## config.mk

```make
export PLATFORM = sky130hd
export DESIGN_NAME = alu_issue_unit
export DESIGN_NICKNAME = d
export VERILOG_FILES = /design/src/rtl/alu_pkg.sv /design/src/rtl/alu_regfile.sv /design/src/rtl/alu_issue_unit.sv
export SDC_FILE = /design/constraint.sdc
export NUM_CORES = 1
export LEC_CHECK = 0
export CAP_MARGIN = 20
export CORE_ASPECT_RATIO = 1.75
export CORE_MARGIN = 10
export CORE_UTILIZATION = 49
export CTS_CLUSTER_DIAMETER = 120
export DETAILED_ROUTE_END_ITERATION = 12
export PLACE_DENSITY = 0.74
export SYNTH_ARGS = -nofsm -noshare
export SYNTH_HDL_FRONTEND = slang
export SYNTH_SLANG_ARGS = --single-unit
export TNS_END_PERCENT = 10
```

## constraint.sdc

```tcl
create_clock -name clk -period 4 [get_ports clk]
set_input_delay 0.8 -clock clk [delete_from_list [all_inputs] [get_ports clk]]
set_output_delay 0.8 -clock clk [all_outputs]
set_load 0.05 [all_outputs]
```

## src/rtl/alu_pkg.sv

```systemverilog
// Shared definitions for the ALU issue unit: opcode values, instruction
// field positions and the issue FSM state encoding.
package alu_pkg;

    // Opcodes. 101 and 110 are unassigned; the ALU returns 0 for them.
    localparam logic [2:0] OP_ADD  = 3'b000;
    localparam logic [2:0] OP_SUB  = 3'b001;
    localparam logic [2:0] OP_AND  = 3'b010;
    localparam logic [2:0] OP_OR   = 3'b011;
    localparam logic [2:0] OP_NOT  = 3'b100;
    localparam logic [2:0] OP_MOVE = 3'b111;

    // Instruction layout: [7:5]=op, [4:3]=rd (also A source), [2:1]=rs, [0]=use_imm
    localparam int OP_MSB  = 7;
    localparam int OP_LSB  = 5;
    localparam int RD_MSB  = 4;
    localparam int RD_LSB  = 3;
    localparam int RS_MSB  = 2;
    localparam int RS_LSB  = 1;
    localparam int IMM_BIT = 0;

    typedef enum logic [1:0] {
        ST_IDLE = 2'd0,
        ST_EXEC = 2'd1,
        ST_RESP = 2'd2
    } state_t;

endpackage

```

## src/rtl/alu_regfile.sv

```systemverilog
// Register file for the ALU issue unit.
// NREGS x DATA_W, two asynchronous operand read ports (a, b), one
// asynchronous debug read port, one synchronous write port, synchronous
// active-high reset clearing every register.
//  clk, rst          clock / synchronous reset
//  ra_addr/ra_data   operand A read
//  rb_addr/rb_data   operand B read
//  dbg_addr/dbg_data debug read
//  we, wa, wd        write enable / address / data
module alu_regfile
    import alu_pkg::*;
#(
    parameter int DATA_W = 8,
    parameter int NREGS  = 4
) (
    input  logic              clk,
    input  logic              rst,
    input  logic [1:0]        ra_addr,
    output logic [DATA_W-1:0] ra_data,
    input  logic [1:0]        rb_addr,
    output logic [DATA_W-1:0] rb_data,
    input  logic [1:0]        dbg_addr,
    output logic [DATA_W-1:0] dbg_data,
    input  logic              we,
    input  logic [1:0]        wa,
    input  logic [DATA_W-1:0] wd
);

    logic [NREGS-1:0][DATA_W-1:0] rf;

    // Reset wins over a write in the same cycle, so an aborted EXEC leaves
    // the file cleared rather than partially updated.
    always_ff @(posedge clk) begin
        if (rst)
            rf <= '0;
        else if (we)
            rf[wa] <= wd;
    end

    assign ra_data  = rf[ra_addr];
    assign rb_data  = rf[rb_addr];
    assign dbg_data = rf[dbg_addr];

endmodule

```

## src/rtl/alu_issue_unit.sv

```systemverilog
// Operand-fetch / issue / writeback stage around an external combinational
// 8-bit ALU. Accepts one instruction in IDLE, drives the ALU from the
// register file for one EXEC cycle, writes the result back and presents it
// on a valid/ready response until accepted.
//  clk, rst                   clock, synchronous active-high reset
//  in_valid/in_ready          instruction handshake (ready only in IDLE)
//  in_instr, in_imm           instruction word and immediate
//  alu_op/alu_a/alu_b         registered ALU drive
//  alu_result                 combinational ALU result
//  out_valid/out_ready        writeback handshake
//  out_data, out_rd           written value and its destination
//  dbg_addr/dbg_data          combinational register file peek
// Optional feature macro ALU_FLAGS_EN: adds flag_z / flag_n outputs,
// updated together with the register write.
module alu_issue_unit
    import alu_pkg::*;
#(
    parameter int DATA_W = 8,
    parameter int NREGS  = 4
) (
    input  logic              clk,
    input  logic              rst,
    input  logic              in_valid,
    output logic              in_ready,
    input  logic [7:0]        in_instr,
    input  logic [DATA_W-1:0] in_imm,
    output logic [2:0]        alu_op,
    output logic [DATA_W-1:0] alu_a,
    output logic [DATA_W-1:0] alu_b,
    input  logic [DATA_W-1:0] alu_result,
    output logic              out_valid,
    input  logic              out_ready,
    output logic [DATA_W-1:0] out_data,
    output logic [1:0]        out_rd,
`ifdef ALU_FLAGS_EN
    output logic              flag_z,
    output logic              flag_n,
`endif
    input  logic [1:0]        dbg_addr,
    output logic [DATA_W-1:0] dbg_data
);

    state_t            state, state_nx;
    logic [1:0]        rd_q;
    logic [DATA_W-1:0] ra_data, rb_data, wb;
    logic              accept, we;

    assign in_ready = (state == ST_IDLE);
    assign accept   = in_valid && in_ready;
    assign we       = (state == ST_EXEC);
    // MOVE bypasses the ALU: the B operand (imm or rf[rs]) is the result.
    assign wb       = (alu_op == OP_MOVE) ? alu_b : alu_result;

    alu_regfile #(.DATA_W(DATA_W), .NREGS(NREGS)) u_rf (
        .clk      (clk),
        .rst      (rst),
        .ra_addr  (in_instr[RD_MSB:RD_LSB]),
        .ra_data  (ra_data),
        .rb_addr  (in_instr[RS_MSB:RS_LSB]),
        .rb_data  (rb_data),
        .dbg_addr (dbg_addr),
        .dbg_data (dbg_data),
        .we       (we),
        .wa       (rd_q),
        .wd       (wb)
    );

    always_ff @(posedge clk) begin
        if (rst)
            state <= ST_IDLE;
        else
            state <= state_nx;
    end

    always_comb begin
        state_nx = state;
        case (state)
            ST_IDLE: if (accept)    state_nx = ST_EXEC;
            ST_EXEC:                state_nx = ST_RESP;
            ST_RESP: if (out_ready) state_nx = ST_IDLE;
            default:                state_nx = ST_IDLE;
        endcase
    end

    // Operands are sampled in IDLE, before any write, so rd==rs reads the
    // old value. ALU drive registers hold their values outside EXEC.
    always_ff @(posedge clk) begin
        if (rst) begin
            alu_op    <= '0;
            alu_a     <= '0;
            alu_b     <= '0;
            rd_q      <= '0;
            out_valid <= 1'b0;
            out_data  <= '0;
            out_rd    <= '0;
        end else begin
            case (state)
                ST_IDLE: if (accept) begin
                    alu_op <= in_instr[OP_MSB:OP_LSB];
                    alu_a  <= ra_data;
                    alu_b  <= in_instr[IMM_BIT] ? in_imm : rb_data;
                    rd_q   <= in_instr[RD_MSB:RD_LSB];
                end
                ST_EXEC: begin
                    out_data  <= wb;
                    out_rd    <= rd_q;
                    out_valid <= 1'b1;
                end
                ST_RESP: if (out_ready) out_valid <= 1'b0;
                default: ;
            endcase
        end
    end

`ifdef ALU_FLAGS_EN
    always_ff @(posedge clk) begin
        if (rst) begin
            flag_z <= 1'b0;
            flag_n <= 1'b0;
        end else if (we) begin
            flag_z <= (wb == '0);
            flag_n <= wb[DATA_W-1];
        end
    end
`endif

endmodule
```

# Word level (Yosys, flattened, before mapping)

Index checks and enable logic that the tools add are counted.

Register bits: 66
Latch bits: 0
Bits in writable memories: 0
ROM bits: 0
Word-level logic and storage cells: 45
Memories kept: 0

Add/subtract/negate cells: 0
$mul: 0
Div/mod/pow operators: 0
$lt $le $gt $ge: 5
Equality and inequality tests: 5
Shift operators: 0
Mux-type cells: 16
Bitwise gates (word level): 0
Reduce and logical (&&, ||, !) cells: 7

Operator list:

| operator                                                                 | count |
|---|---|
| 8-bit binary-select mux with 2-bit select                                | 3 |
| 8-bit two-way mux                                                        | 6 |
| 32-bit bitwise mux                                                       | 1 |
| 8-bit demux with 2-bit select                                            | 1 |
| 2-bit by 3-bit < comparator with 1-bit output (second input constant)    | 4 |
| 2-bit case mux with 3 select lines                                       | 1 |
| 2-bit AND reduction                                                      | 3 |
| 2-bit two-way mux                                                        | 2 |
| 3-bit == test (second input constant)                                    | 1 |
| 2-bit by 1-bit == test with 1-bit output (second input constant)         | 1 |
| 2-bit == test (second input constant)                                    | 1 |
| 2-bit by 1-bit >= comparator with 1-bit output (second input constant)   | 1 |
| 1-bit logical AND                                                        | 2 |
| 2-bit zero test                                                          | 1 |
| 2-bit by 1-bit inequality test with 1-bit output (second input constant) | 1 |
| 2-bit inequality test (second input constant)                            | 1 |
| 1-bit case mux with 2 select lines                                       | 1 |
| 2-bit nonzero test                                                       | 1 |
| 1-bit two-way mux                                                        | 1 |

# Longest topological paths before layout

Word-level depth: 5
Mapped depth: 6
Gate-level depth less buffers: 3

# Cells and area by module

A second synthesis with hierarchy kept.

Cell total of the unflattened synthesis: 299
Area total of the unflattened synthesis: 3344.5 um^2

By module, submodules not included:

| module         | times used | cells an instance | area an instance (um^2) | seq. area each (um^2) |
|---|---|---|---|---|
| alu_regfile    | 1          | 146               | 1855.5                  | 640.6 |
| alu_issue_unit | 1          | 153               | 1488.9                  | 680.7 |

# Worst setup path after synthesis

No wires, ideal clock.

Path kind: input-to-output
Start: input dbg_addr[0]
End: output dbg_data[0]
Data arrival time: 1717 ps
Slack: 1483 ps
Stages: 2
Cells stage by stage: buf_2 > mux4_2

Cells in the longest elaborated chain, start to end: 2

Ends and longest elaborated chain:

| what                                      | line                 | text |
|---|---|---|
| start: declaration                        | alu_issue_unit.sv:39 | `input logic [1:0] dbg_addr,` |
| 8-bit binary-select mux with 2-bit select | alu_regfile.sv:42    | `assign dbg_data = rf[dbg_addr];` |
| 8-bit two-way mux (implied by the code)   | alu_regfile.sv:42    |  |
| end: declaration                          | alu_issue_unit.sv:40 | `output logic [DATA_W-1:0] dbg_data` |

No other way between the ends. The select of a mux whose other input is x is not followed.

# Final worst setup path

Start: input dbg_addr[0]
End: output dbg_data[7]

The elaborated chain is that of the path after synthesis.

==> impl_metrics.prom <==
# TYPE chip_impl_metric gauge
chip_impl_metric{name="cts_repair_resize_count",unit=""} 0
chip_impl_metric{name="post_synth_adder_cell_area",unit=""} 0
chip_impl_metric{name="diodes",unit=""} 0
chip_impl_metric{name="grt_pass1_wl",unit="um"} 13100
chip_impl_metric{name="post_synth_inst_count",unit=""} 303
chip_impl_metric{name="compound_cell_area_share_of_the_yosys_netlist",unit=""} 0.170
chip_impl_metric{name="initialDrtViolationCount",unit=""} 241
chip_impl_metric{name="flow.area_growth_from_synthesis",unit="%"} 24.7
chip_impl_metric{name="area_post_placement",unit="um^2"} 3720
chip_impl_metric{name="design.die.area",unit="um^2"} 10100
chip_impl_metric{name="layout_min_cycle_time",unit="ps"} 3430
chip_impl_metric{name="power_per_cell_area",unit="nW/um^2"} 390
chip_impl_metric{name="share_of_power_burned_in_the_clock_network",unit=""} 0.344
chip_impl_metric{name="synth_top_cell_area_share",unit=""} 0.421
chip_impl_metric{name="numClockSinks",unit=""} 66
chip_impl_metric{name="grt_start_max_net_pins",unit=""} 51
chip_impl_metric{name="yosys_warnings",unit=""} 0
chip_impl_metric{name="hold_violations",unit=""} 0
chip_impl_info{name="cell_by_cell_listing_of_the_critical_path",value="clkdlybuf4s50_1 -> mux4_2 -> clkdlybuf4s50_1"} 1
chip_impl_info{name="worst_path_dominant_cell_family",value="buffers and inverters"} 1
chip_impl_metric{name="crit_path_buffers_inverters",unit=""} 2
chip_impl_metric{name="fp-row-count",unit=""} 38
chip_impl_metric{name="clock_latency",unit="ps"} 340
chip_impl_metric{name="yosys.cell_types.count",unit=""} 28
chip_impl_metric{name="synth_area",unit="um^2"} 3140
chip_impl_metric{name="switchingPower",unit="mW"} 0.450
chip_impl_metric{name="syn_area_per_cell",unit="um^2"} 10.4
chip_impl_metric{name="numPortBuffers",unit=""} 68
chip_impl_metric{name="synth.net_count",unit=""} 333
chip_impl_info{name="endpoint_kind",value="output pin"} 1
chip_impl_metric{name="fmax",unit="MHz"} 291
chip_impl_info{name="grt_setup_unrepaired",value="false"} 1
chip_impl_info{name="synth_largest_area_cell",value="dfxtp_1"} 1
chip_impl_metric{name="setup_total_negative_slack",unit="ps"} 0
chip_impl_metric{name="dr_total_vias",unit=""} 2582
chip_impl_info{name="timing.critical_path.mode_cell",value="clkdlybuf4s50_1"} 1
chip_impl_metric{name="slowest_delay",unit="ps"} 720
chip_impl_metric{name="switching_share",unit=""} 0.295
chip_impl_info{name="tritoncts_clock_tree",value="built"} 1
chip_impl_metric{name="grt_util_all_layers",unit=""} 0.166
chip_impl_metric{name="final_layout_size_suffix_gt1_frac",unit=""} 0.189
chip_impl_metric{name="post_synth_and_or_nand_nor_area_fraction",unit=""} 0.132
chip_impl_metric{name="drcViolationCount",unit=""} 0
chip_impl_metric{name="die_w",unit="um"} 80.5
chip_impl_metric{name="grt_antenna_before_repair",unit=""} 0
chip_impl_metric{name="cts.hold.buffers_added",unit=""} 0
chip_impl_metric{name="cp_data_arrival_time",unit="ps"} 2630
chip_impl_metric{name="wire_length_per_cell",unit="um"} 19.0
chip_impl_metric{name="clk_transition_reported_paths",unit="ps"} 70
chip_impl_metric{name="post_synth_mux_area_share",unit=""} 0.207
chip_impl_metric{name="cts_buffers",unit=""} 9
chip_impl_metric{name="fin_total_pwr",unit="mW"} 1.53
chip_impl_metric{name="cell_internal_pwr",unit="mW"} 1.08
chip_impl_info{name="worst-setup-path-type",value="input pin to output pin"} 1
chip_impl_metric{name="cap_violations",unit=""} 0
chip_impl_info{name="commonest_cells_after_routing_fill_and_taps_aside",value="dfxtp_1 (66), clkdlybuf4s50_1 (61), nor2_1 (56)"} 1
chip_impl_metric{name="grt_pass1_vias",unit=""} 2517
chip_impl_metric{name="tightestPinTransition",unit="ps"} 886
chip_impl_metric{name="dp_hpwl",unit="um"} 6010
chip_impl_metric{name="cp_max_fo",unit=""} 3
chip_impl_info{name="root_buffer_selected_by_cts",value="clkbuf_8"} 1
chip_impl_info{name="worst_hold_path_type",value="register to register"} 1
chip_impl_info{name="ys_top_cells_by_area",value="dfxtp_1 (42%), mux4_2 (11%), a211oi_1 (11%)"} 1
chip_impl_metric{name="irDropWorstVdd",unit="uV"} 280
chip_impl_metric{name="timing.final.max_slew_violations",unit=""} 0
chip_impl_metric{name="die_height",unit="um"} 126
chip_impl_metric{name="floorplan.initialDensity",unit=""} 0.504
chip_impl_metric{name="gpl.final_weighted_congestion",unit=""} 0.855
chip_impl_metric{name="synth-seq-cells",unit=""} 66
chip_impl_info{name="worst_path_max_delay_cell",value="clkdlybuf4s50_1"} 1
chip_impl_metric{name="cts_buffer_depth",unit=""} 2
chip_impl_metric{name="seq_power_share",unit=""} 0.467
chip_impl_metric{name="setup_violations",unit=""} 0
chip_impl_metric{name="cellLeakagePower",unit="nW"} 1.38
chip_impl_metric{name="layout_cells_excl_fill",unit=""} 440
chip_impl_info{name="final_common_cell",value="dfxtp_1"} 1
chip_impl_info{name="result_of_the_run",value="finished, final reports clean"} 1
chip_impl_metric{name="combPwrFrac",unit=""} 0.189
chip_impl_metric{name="dpl.cell_count",unit=""} 424
chip_impl_metric{name="drt.antenna.violating_nets",unit=""} 0
chip_impl_metric{name="detailedPlace.worstSlack",unit="ps"} 563
chip_impl_metric{name="gr-total-overflow",unit=""} 0
chip_impl_metric{name="finalInstanceArea",unit="um^2"} 3910
chip_impl_metric{name="drt_wl_total",unit="um"} 8340
chip_impl_metric{name="slew_headroom",unit=""} 0.407
chip_impl_metric{name="drt_first_pass_iters",unit=""} 8
chip_impl_metric{name="drt-vias-per-instance",unit=""} 5.87
chip_impl_metric{name="finalCritPeriodShare",unit=""} 0.858
chip_impl_metric{name="seq_area_frac_synth",unit=""} 0.421
chip_impl_metric{name="fin_ws",unit="ps"} 568
chip_impl_info{name="main_combinational_cell_family_by_area_after_synthesis",value="multiplexers"} 1
chip_impl_metric{name="core-area",unit="um^2"} 6230
chip_impl_metric{name="io_pins",unit=""} 69
chip_impl_metric{name="critPathRequiredTime",unit="ps"} 3200
chip_impl_metric{name="post_synth_xor_area_fraction",unit=""} 0
chip_impl_info{name="startpoint_type",value="input pin"} 1
chip_impl_metric{name="finish.net_count",unit=""} 385
chip_impl_metric{name="reg2reg_setup_slack",unit="ps"} 2280
chip_impl_metric{name="htreeDepth",unit=""} 3
chip_impl_metric{name="final.setup_skew",unit="ps"} 7.53
chip_impl_metric{name="post-cts-setup-buffer-count",unit=""} 0
## tightest hold or removal path, cell delays in order (launching register included)
cell	delay (ps)
dfxtp_1	310
nand2_1	50
a21oi_1	50
## through the flow
| stage | hold WS (ps) | utilization |
|---|---|---|
| 2_1_floorplan | 491 | - |
| 3_3_place_gp | 440 | 0.595 |
| 3_5_place_dp | 447 | 0.598 |
| 4_1_cts | 457 | 0.628 |
| 5_1_grt | 470 | 0.628 |
| 6_report | 454 | 0.628 |
## cells by family (layout without fill, tap and decap cells)
family          Yosys count  after routing
buf+inv                  32             89
simple gates             91             91
mux                      42             42
compound gates           72             72
flops                    66             66
## power by group through the flow
| stage | logic, mW | clock network (mW) | registers (mW) |
|---|---|---|---|
| floorplan | 0.142 | 0 | 0.781 |
| global placement | 0.285 | 0 | 0.728 |
| detailed placement | 0.290 | 0 | 0.729 |
| CTS | 0.291 | 0.534 | 0.714 |
| global route | 0.307 | 0.561 | 0.718 |
| finish | 0.288 | 0.525 | 0.714 |
## worst paths after layout
path,startpoint,end,depth (start not counted)
setup / recovery,dbg_addr[0],dbg_data[7],3
hold / removal,alu_a[4]$_SDFFE_PP0P_,alu_a[4]$_SDFFE_PP0P_,2
setup reg to reg,state[0]$_SDFFE_PP0P_,u_rf.rf[2]$_SDFFE_PP0P_,3
hold reg to reg,alu_a[4]$_SDFFE_PP0P_,alu_a[4]$_SDFFE_PP0P_,2
## per-layer routing
| layer | wire length (um) | vias up | track usage |
|---|---|---|---|
| met5 | 0 | - | 0 |
| met4 | 277 | 0 | 0.0844 |
| met3 | 458 | 20 | 0.0385 |
| met2 | 4520 | 101 | 0.291 |
| met1 | 3080 | 1232 | 0.176 |
| li1 | - | 1229 | - |
## final cells by class
class	count	area (um^2)
inverters	1	3.75
fillers	542	2310
flip-flops and latches	66	1320
repair buffers	72	703
clock buffers	12	165
multi-input cells	205	1600
clock inverters	4	25.0
well taps	80	100
## flip-flops by register name, indices dropped and copies added (netlist names)
signal and count:
alu_a 8, alu_b 8, alu_op 3, out_data 8
out_rd 2, out_valid 1, rd_q 2, state 2
u_rf.rf 32
## synthesized netlist by cell type
| master | number |
|---|---|
| dfxtp_1 | 66 |
| nor2_1 | 56 |
| a211oi_1 | 47 |
| nand2_1 | 26 |
| mux4_2 | 16 |
| a21oi_1 | 14 |
| mux2_2 | 14 |
| mux2i_1 | 10 |
| a222oi_1 | 8 |
| buf_6 | 8 |
| clkbuf_1 | 8 |
| buf_2 | 6 |
| buf_4 | 5 |
| a211oi_2 | 2 |
| and4bb_2 | 2 |
| buf_1 | 2 |
| mux2_4 | 2 |
| and2b_2 | 1 |
| and4b_2 | 1 |
| clkbuf_8 | 1 |
| dlygate4sd1_1 | 1 |
| inv_1 | 1 |
| nand3_2 | 1 |
| nor2b_1 | 1 |
| nor3b_2 | 1 |
| nor4b_4 | 1 |
| o21ai_0 | 1 |
| or3b_1 | 1 |
Power figures use the tool's default switching activity.
